[src/rtl/wide_alu_seq.sv]
// wide_alu_seq: runs 16-bit AND/ADD/XOR/LT/NE requests as a sequence of byte-wide
// operations on an external 8-bit combinational ALU.
// Optional macro WIDE_ALU_CARRY_OUT_EN: adds resp_carry and two carry-out steps to ADD.
module wide_alu_seq #(
`ifdef WIDE_ALU_CARRY_OUT_EN
  parameter int ADD_STEPS = 6
`else
  parameter int ADD_STEPS = 4
`endif
) (
  input  logic        clk,
  input  logic        reset,
  input  logic        req_valid,
  output logic        req_ready,
  input  logic [2:0]  req_op,
  input  logic [15:0] req_a,
  input  logic [15:0] req_b,
  output logic        resp_valid,
  input  logic        resp_ready,
  output logic [15:0] resp_data,
  output logic        resp_zero,
  output logic        resp_err,
`ifdef WIDE_ALU_CARRY_OUT_EN
  output logic        resp_carry,
`endif
  output logic [7:0]  alu_input_a,
  output logic [7:0]  alu_input_b,
  output logic [2:0]  alu_opcode,
  input  logic [7:0]  alu_out,
  input  logic        zero
);

`ifdef WIDE_ALU_CARRY_OUT_EN
  localparam int STEP_W = 3;
`else
  localparam int STEP_W = 2;
`endif

  localparam logic [2:0] OP_AND = 3'b000;
  localparam logic [2:0] OP_ADD = 3'b001;
  localparam logic [2:0] OP_XOR = 3'b010;
  localparam logic [2:0] OP_LT  = 3'b011;
  localparam logic [2:0] OP_NE  = 3'b110;
  localparam logic [2:0] OP_OVF = 3'b111;

  typedef enum logic [1:0] {S_IDLE, S_EXEC, S_RESP} state_t;

  state_t              state_q;
  logic [STEP_W-1:0]   step_q;
  logic [2:0]          op_q;
  logic [15:0]         a_q, b_q;
  logic [7:0]          res_lo_q, tmp_q;
  logic                carry_q, lt_hi_q, ne_hi_q;
  logic                resp_valid_q, resp_zero_q, resp_err_q;
  logic [15:0]         resp_data_q;
  logic                last_step;
  logic [15:0]         resp_data_d;
`ifdef WIDE_ALU_CARRY_OUT_EN
  logic [7:0]          res_hi_q;
  logic                c1_q, resp_carry_q, resp_carry_d;
`endif

  // The ALU zero flag is not needed: resp_zero is derived from the full 16-bit result.
  logic unused_zero;
  assign unused_zero = zero;

  function automatic logic op_supported(input logic [2:0] op);
    return op inside {OP_AND, OP_ADD, OP_XOR, OP_LT, OP_NE};
  endfunction

  assign req_ready  = (state_q == S_IDLE);
  assign resp_valid = resp_valid_q;
  assign resp_data  = resp_data_q;
  assign resp_zero  = resp_zero_q;
  assign resp_err   = resp_err_q;
`ifdef WIDE_ALU_CARRY_OUT_EN
  assign resp_carry = resp_carry_q;
`endif

  // ALU drive for the current step plus the final result formed from this cycle's alu_out.
  always_comb begin
    alu_input_a = 8'h00;
    alu_input_b = 8'h00;
    alu_opcode  = OP_AND;
    last_step   = 1'b0;
    resp_data_d = 16'h0000;
`ifdef WIDE_ALU_CARRY_OUT_EN
    resp_carry_d = 1'b0;
`endif
    if (state_q == S_EXEC) begin
      case (op_q)
        OP_AND, OP_XOR, OP_NE: begin
          alu_opcode  = op_q;
          alu_input_a = (step_q == STEP_W'(0)) ? a_q[7:0] : a_q[15:8];
          alu_input_b = (step_q == STEP_W'(0)) ? b_q[7:0] : b_q[15:8];
          last_step   = (step_q == STEP_W'(1));
          if (op_q == OP_NE) resp_data_d = {15'b0, res_lo_q[0] | alu_out[0]};
          else               resp_data_d = {alu_out, res_lo_q};
        end
        OP_LT: begin
          alu_opcode  = (step_q == STEP_W'(1)) ? OP_NE : OP_LT;
          alu_input_a = (step_q == STEP_W'(2)) ? a_q[7:0] : a_q[15:8];
          alu_input_b = (step_q == STEP_W'(2)) ? b_q[7:0] : b_q[15:8];
          last_step   = (step_q == STEP_W'(2));
          // High bytes decide unless they are equal.
          resp_data_d = {15'b0, ne_hi_q ? lt_hi_q : alu_out[0]};
        end
        OP_ADD: begin
          if (step_q == STEP_W'(0)) begin
            alu_opcode = OP_ADD; alu_input_a = a_q[7:0];  alu_input_b = b_q[7:0];
          end else if (step_q == STEP_W'(1)) begin
            alu_opcode = OP_OVF; alu_input_a = a_q[7:0];  alu_input_b = b_q[7:0];
          end else if (step_q == STEP_W'(2)) begin
            alu_opcode = OP_ADD; alu_input_a = a_q[15:8]; alu_input_b = b_q[15:8];
`ifdef WIDE_ALU_CARRY_OUT_EN
          end else if (step_q == STEP_W'(3)) begin
            alu_opcode = OP_ADD; alu_input_a = tmp_q;     alu_input_b = {7'b0, carry_q};
          end else if (step_q == STEP_W'(4)) begin
            alu_opcode = OP_OVF; alu_input_a = a_q[15:8]; alu_input_b = b_q[15:8];
          end else begin
            alu_opcode = OP_OVF; alu_input_a = tmp_q;     alu_input_b = {7'b0, carry_q};
          end
          resp_data_d  = {res_hi_q, res_lo_q};
          resp_carry_d = c1_q | alu_out[0];
`else
          end else begin
            alu_opcode = OP_ADD; alu_input_a = tmp_q;     alu_input_b = {7'b0, carry_q};
          end
          resp_data_d = {alu_out, res_lo_q};
`endif
          last_step = (step_q == STEP_W'(ADD_STEPS - 1));
        end
        default: ;
      endcase
    end
  end

  // Control FSM: accept, step through ALU ops capturing partials, hold the response.
  always_ff @(posedge clk or posedge reset) begin
    if (reset) begin
      state_q      <= S_IDLE;
      step_q       <= '0;
      op_q         <= 3'b000;
      a_q          <= 16'h0000;
      b_q          <= 16'h0000;
      res_lo_q     <= 8'h00;
      tmp_q        <= 8'h00;
      carry_q      <= 1'b0;
      lt_hi_q      <= 1'b0;
      ne_hi_q      <= 1'b0;
      resp_valid_q <= 1'b0;
      resp_data_q  <= 16'h0000;
      resp_zero_q  <= 1'b0;
      resp_err_q   <= 1'b0;
`ifdef WIDE_ALU_CARRY_OUT_EN
      res_hi_q     <= 8'h00;
      c1_q         <= 1'b0;
      resp_carry_q <= 1'b0;
`endif
    end else begin
      case (state_q)
        S_IDLE: begin
          if (req_valid) begin
            op_q   <= req_op;
            a_q    <= req_a;
            b_q    <= req_b;
            step_q <= '0;
            if (op_supported(req_op)) begin
              state_q <= S_EXEC;
            end else begin
              state_q      <= S_RESP;
              resp_valid_q <= 1'b1;
              resp_data_q  <= 16'h0000;
              resp_zero_q  <= 1'b1;
              resp_err_q   <= 1'b1;
`ifdef WIDE_ALU_CARRY_OUT_EN
              resp_carry_q <= 1'b0;
`endif
            end
          end
        end
        S_EXEC: begin
          step_q <= step_q + STEP_W'(1);
          case (op_q)
            OP_AND, OP_XOR, OP_NE: if (step_q == STEP_W'(0)) res_lo_q <= alu_out;
            OP_LT: begin
              if (step_q == STEP_W'(0)) lt_hi_q <= alu_out[0];
              if (step_q == STEP_W'(1)) ne_hi_q <= alu_out[0];
            end
            OP_ADD: begin
              if (step_q == STEP_W'(0)) res_lo_q <= alu_out;
              if (step_q == STEP_W'(1)) carry_q  <= alu_out[0];
              if (step_q == STEP_W'(2)) tmp_q    <= alu_out;
`ifdef WIDE_ALU_CARRY_OUT_EN
              if (step_q == STEP_W'(3)) res_hi_q <= alu_out;
              if (step_q == STEP_W'(4)) c1_q     <= alu_out[0];
`endif
            end
            default: ;
          endcase
          if (last_step) begin
            state_q      <= S_RESP;
            resp_valid_q <= 1'b1;
            resp_data_q  <= resp_data_d;
            resp_zero_q  <= (resp_data_d == 16'h0000);
            resp_err_q   <= 1'b0;
`ifdef WIDE_ALU_CARRY_OUT_EN
            resp_carry_q <= resp_carry_d;
`endif
          end
        end
        S_RESP: begin
          if (resp_ready) begin
            resp_valid_q <= 1'b0;
            state_q      <= S_IDLE;
          end
        end
        default: state_q <= S_IDLE;
      endcase
    end
  end

endmodule
[config.mk]
export PLATFORM = sky130hd
export DESIGN_NAME = wide_alu_seq
export DESIGN_NICKNAME = d
export VERILOG_FILES = /design/src/rtl/wide_alu_seq.sv
export SDC_FILE = /design/constraint.sdc
export NUM_CORES = 1
export LEC_CHECK = 0
export BUFFER_PORTS_ARGS = -buffer_cell sky130_fd_sc_hd__buf_2
export CAP_MARGIN = 20
export CORE_MARGIN = 1.5
export CORE_UTILIZATION = 58
export DETAILED_ROUTE_END_ITERATION = 7
export PLACE_DENSITY = 0.93
export SYNTH_ARGS = -nofsm -noshare
export SYNTH_HDL_FRONTEND = slang
export SYNTH_SLANG_ARGS = --single-unit
[constraint.sdc]
create_clock -name clk -period 3.38 [get_ports clk]
set_input_delay 0.507 -clock clk [delete_from_list [all_inputs] [get_ports clk]]
set_output_delay 0.507 -clock clk [all_outputs]
set_load 0.005 [all_outputs]
==> qor.txt <==
GRT Resource Usage Total: 28.15%
post-detailed-route count of antenna-violating nets: 0
CTS buffer count: 9
clock slew at reported path FFs: 0.08 ns
weighted congestion reported at the end of routability-driven placement: 0.8221
routed len/inst: 16.35 um
min Tclk post-route: 2.997 ns
highest fanout seen on the critical path: 16
share of layout cells above drive strength 1: 25.65%
die width: 82.75 um
required time of the critical path: 2.87 ns
flops & latches, synth: 77
Boundary Pins: 87
Std-Cell Rows: 28
number of global-route vias before repair: 2,944
Tcrit/Tclk final: 88.67%
sequential share of the synthesized area: 52.24%
RSZ-0062 raised after global routing: false
Area after DPL: 4111 um^2
part of the total power dissipated in the clock network: 19.4%
setup slack of the most critical reg-to-reg path: 1.12 ns
via/cell ratio: 5.788
routed wire length: 8815 um
total net switching power: 1.597 mW
accumulated negative setup slack: 0 ns
pre-CTS setup slack: 0.8461 ns
effective utilization at floorplan: 61.21%
clk sink count: 77
final number of setup-violating endpoints: 0
H-tree depth: 3
largest cells by area after synthesis: dfrtp_1 52%, nand2_1 13%, mux2_1 5.2%
Reg2Reg Launch Point: op_q[0]$_DFFE_PP0P_
Final Instance Area: 4332 um^2
peak clock frequency supported by timing: 0.3337 GHz
number of distinct library cell variants in the gate-level netlist after synthesis: 45
final setup margin: 0.3830 ns
highest ir drop seen on vdd: 0.5040 mV
first-pass iteration count of the detailed router: 5
number of hold-repair buffers added at the cts stage: 0
CTS tree: done
HPWL Detailed: 5940 um
initial antenna violation count: 0
Core Area: 6026 um^2
Synth area leader: dfrtp_1
outcome: finished clean
final-report max-slew violation count: 0
relative contribution of sequential cells to total power: 41.4%
post-detailed-route DRC marker count: 0
top flip-flop cell by instance count after synthesis: dfrtp_1
number of buffers on the longest clock path: 2
synthesized area: 3689 um^2
Layout Area Growth over Synthesis: 17.44%
maximum number of pins on one net before global-route repair: 78
source of the worst hold timing path: req_b[11]
Comb power frac: 39.2%
die outline height: 82.75 um
number of failing hold endpoints at the final stage: 0
pin slew with the least headroom to its limit: 0.9529 ns
number of port buffers: 85
number of antenna cells inserted: 0
Gate Count Post-Synth: 381
setup repair bufs after CTS: 0
endpoint kind of the worst setup timing path: output port
synthesized area per cell: 9.681 um^2
data arrival time of the critical path: 2.49 ns
Synth async-reset ratio: 100.0%
worst slew margin relative to its limit: 36.48%
switching share of power: 39.44%
Min-Delay Path Class: in -> reg
routed vias: 3,120
cell internal pwr: 2.453 mW
final hold slack: 0.3393 ns
EDFF count, synth: 0
DIE AREA: 6847 um^2
Post-Syn Nets: 434
global-route congestion overflow total: 0
post-route core utilization: 71.89%
critical path launch point type: flip-flop
count of instances resized after the clock tree is built: 0
Root Driver: clkbuf_8
top-area cell type share of the netlist area: 52.24%
static leakage: 2.188 nW
Starting DRT DRC Count: 356
launching element of the worst setup path: step_q[0]$_DFFE_PP0P_
global-route wire length before repair: 14,240 um
most frequent cell after synthesis: nand2_1
latest clock arrival within the worst-skew pair: 0.35 ns
count of warnings emitted by yosys: 0
power per cell area: 935.1 nW/um^2
Critical Setup Path Class: reg -> out
reported max-cap violation count: 0
leading cell types by count after synthesis: 123 x nand2_1, 77 x dfrtp_1, 23 x inv_1, 23 x nor2_1, 18 x mux2i_1
fin nets: 513
final setup skew: 0.008228 ns
## power by group through the flow
stage | registers, mW | logic (mW) | clock network, mW
CTS | 1.67 | 1.59 | 0.788
global route | 1.72 | 1.77 | 0.826
finish | 1.68 | 1.59 | 0.784
global placement | 1.64 | 1.49 | 0
detailed placement | 1.67 | 1.57 | 0
floorplan | 1.55 | 1.27 | 0
## flip-flops by register name, indices dropped and copies added (netlist names)
register,cells
op_q,3
ne_hi_q,1
resp_err,1
b_q,16
res_lo_q,8
resp_data,16
resp_valid,1
a_q,16
state_q,2
lt_hi_q,1
tmp_q,8
step_q,2
resp_zero,1
carry_q,1
## logic make-up after synthesis
group | after synthesis | synth area share, %
AO/OA/AOI/OAI | 43 | 9.328
adder cells (fa/ha/maj) | 5 | 1.696
buffers and inverters | 46 | 6.072
flip-flops | 77 | 52.24
multiplexers | 38 | 11.09
AND/OR/NAND/NOR | 172 | 19.57
## critical path, stage by stage (launching register included)
cell	delay [ns]
dfrtp_1	0.45
inv_1	0.13
ha_1	0.34
inv_2	0.11
o31ai_1	0.26
a22o_2	0.40
a222oi_1	0.14
nor2_1	0.15
buf_2	0.14
## through the flow
stage | total power [mW] | instances
3_5_place_dp | 3.240 | 524
3_3_place_gp | 3.131 | 524
6_report | 4.051 | 539
5_1_grt | 4.319 | 539
2_1_floorplan | 2.818 | 381
4_1_cts | 4.041 | 539
## final timing paths
check | to | depth (start not counted)
min in group asynchronous | resp_zero$_DFFE_PP0P_ | 3
max in group asynchronous | b_q[0]$_DFFE_PP0P_ | 3
hold / removal | b_q[11]$_DFFE_PP0P_ | 3
setup reg to reg | resp_zero$_DFFE_PP0P_ | 6
hold reg to reg | b_q[15]$_DFFE_PP0P_ | 2
setup / recovery | alu_input_a[0] | 8
## layout make-up
class | count | area, um^2
Fill cell | 423 | 1694
Multi-Input combinational cell | 258 | 1538
Tap cell | 75 | 93.84
Clock inverter | 5 | 82.58
Inverter | 24 | 90.09
Clock buffer | 10 | 137.6
Timing Repair Buffer | 90 | 462.9
Sequential cell | 77 | 1927
## routing by layer
layer | global-route usage, % | part of all wire (%) | vias up
met4 | 8.500 | 1.5 | 0
met3 | 6.703 | 6.7 | 15
met1 | 37.41 | 40 | 1539
met2 | 46.02 | 51 | 147
li1 | - | - | 1419
met5 | 0 | 0 | -
## layout by cell type (no fill, tap or decap), types with 5 or more instances in the layout
master,Yosys,layout
nand2_1,123,123
buf_2,8,85
dfrtp_1,77,77
nor2_1,23,23
inv_1,23,22
mux2i_1,18,18
mux2_1,17,17
clkbuf_8,0,10
a222oi_1,9,9
a22oi_1,7,7
a21oi_1,5,5
ha_1,5,5
buf_4,1,5
Note: power is estimated with default switching activity, not from simulation.
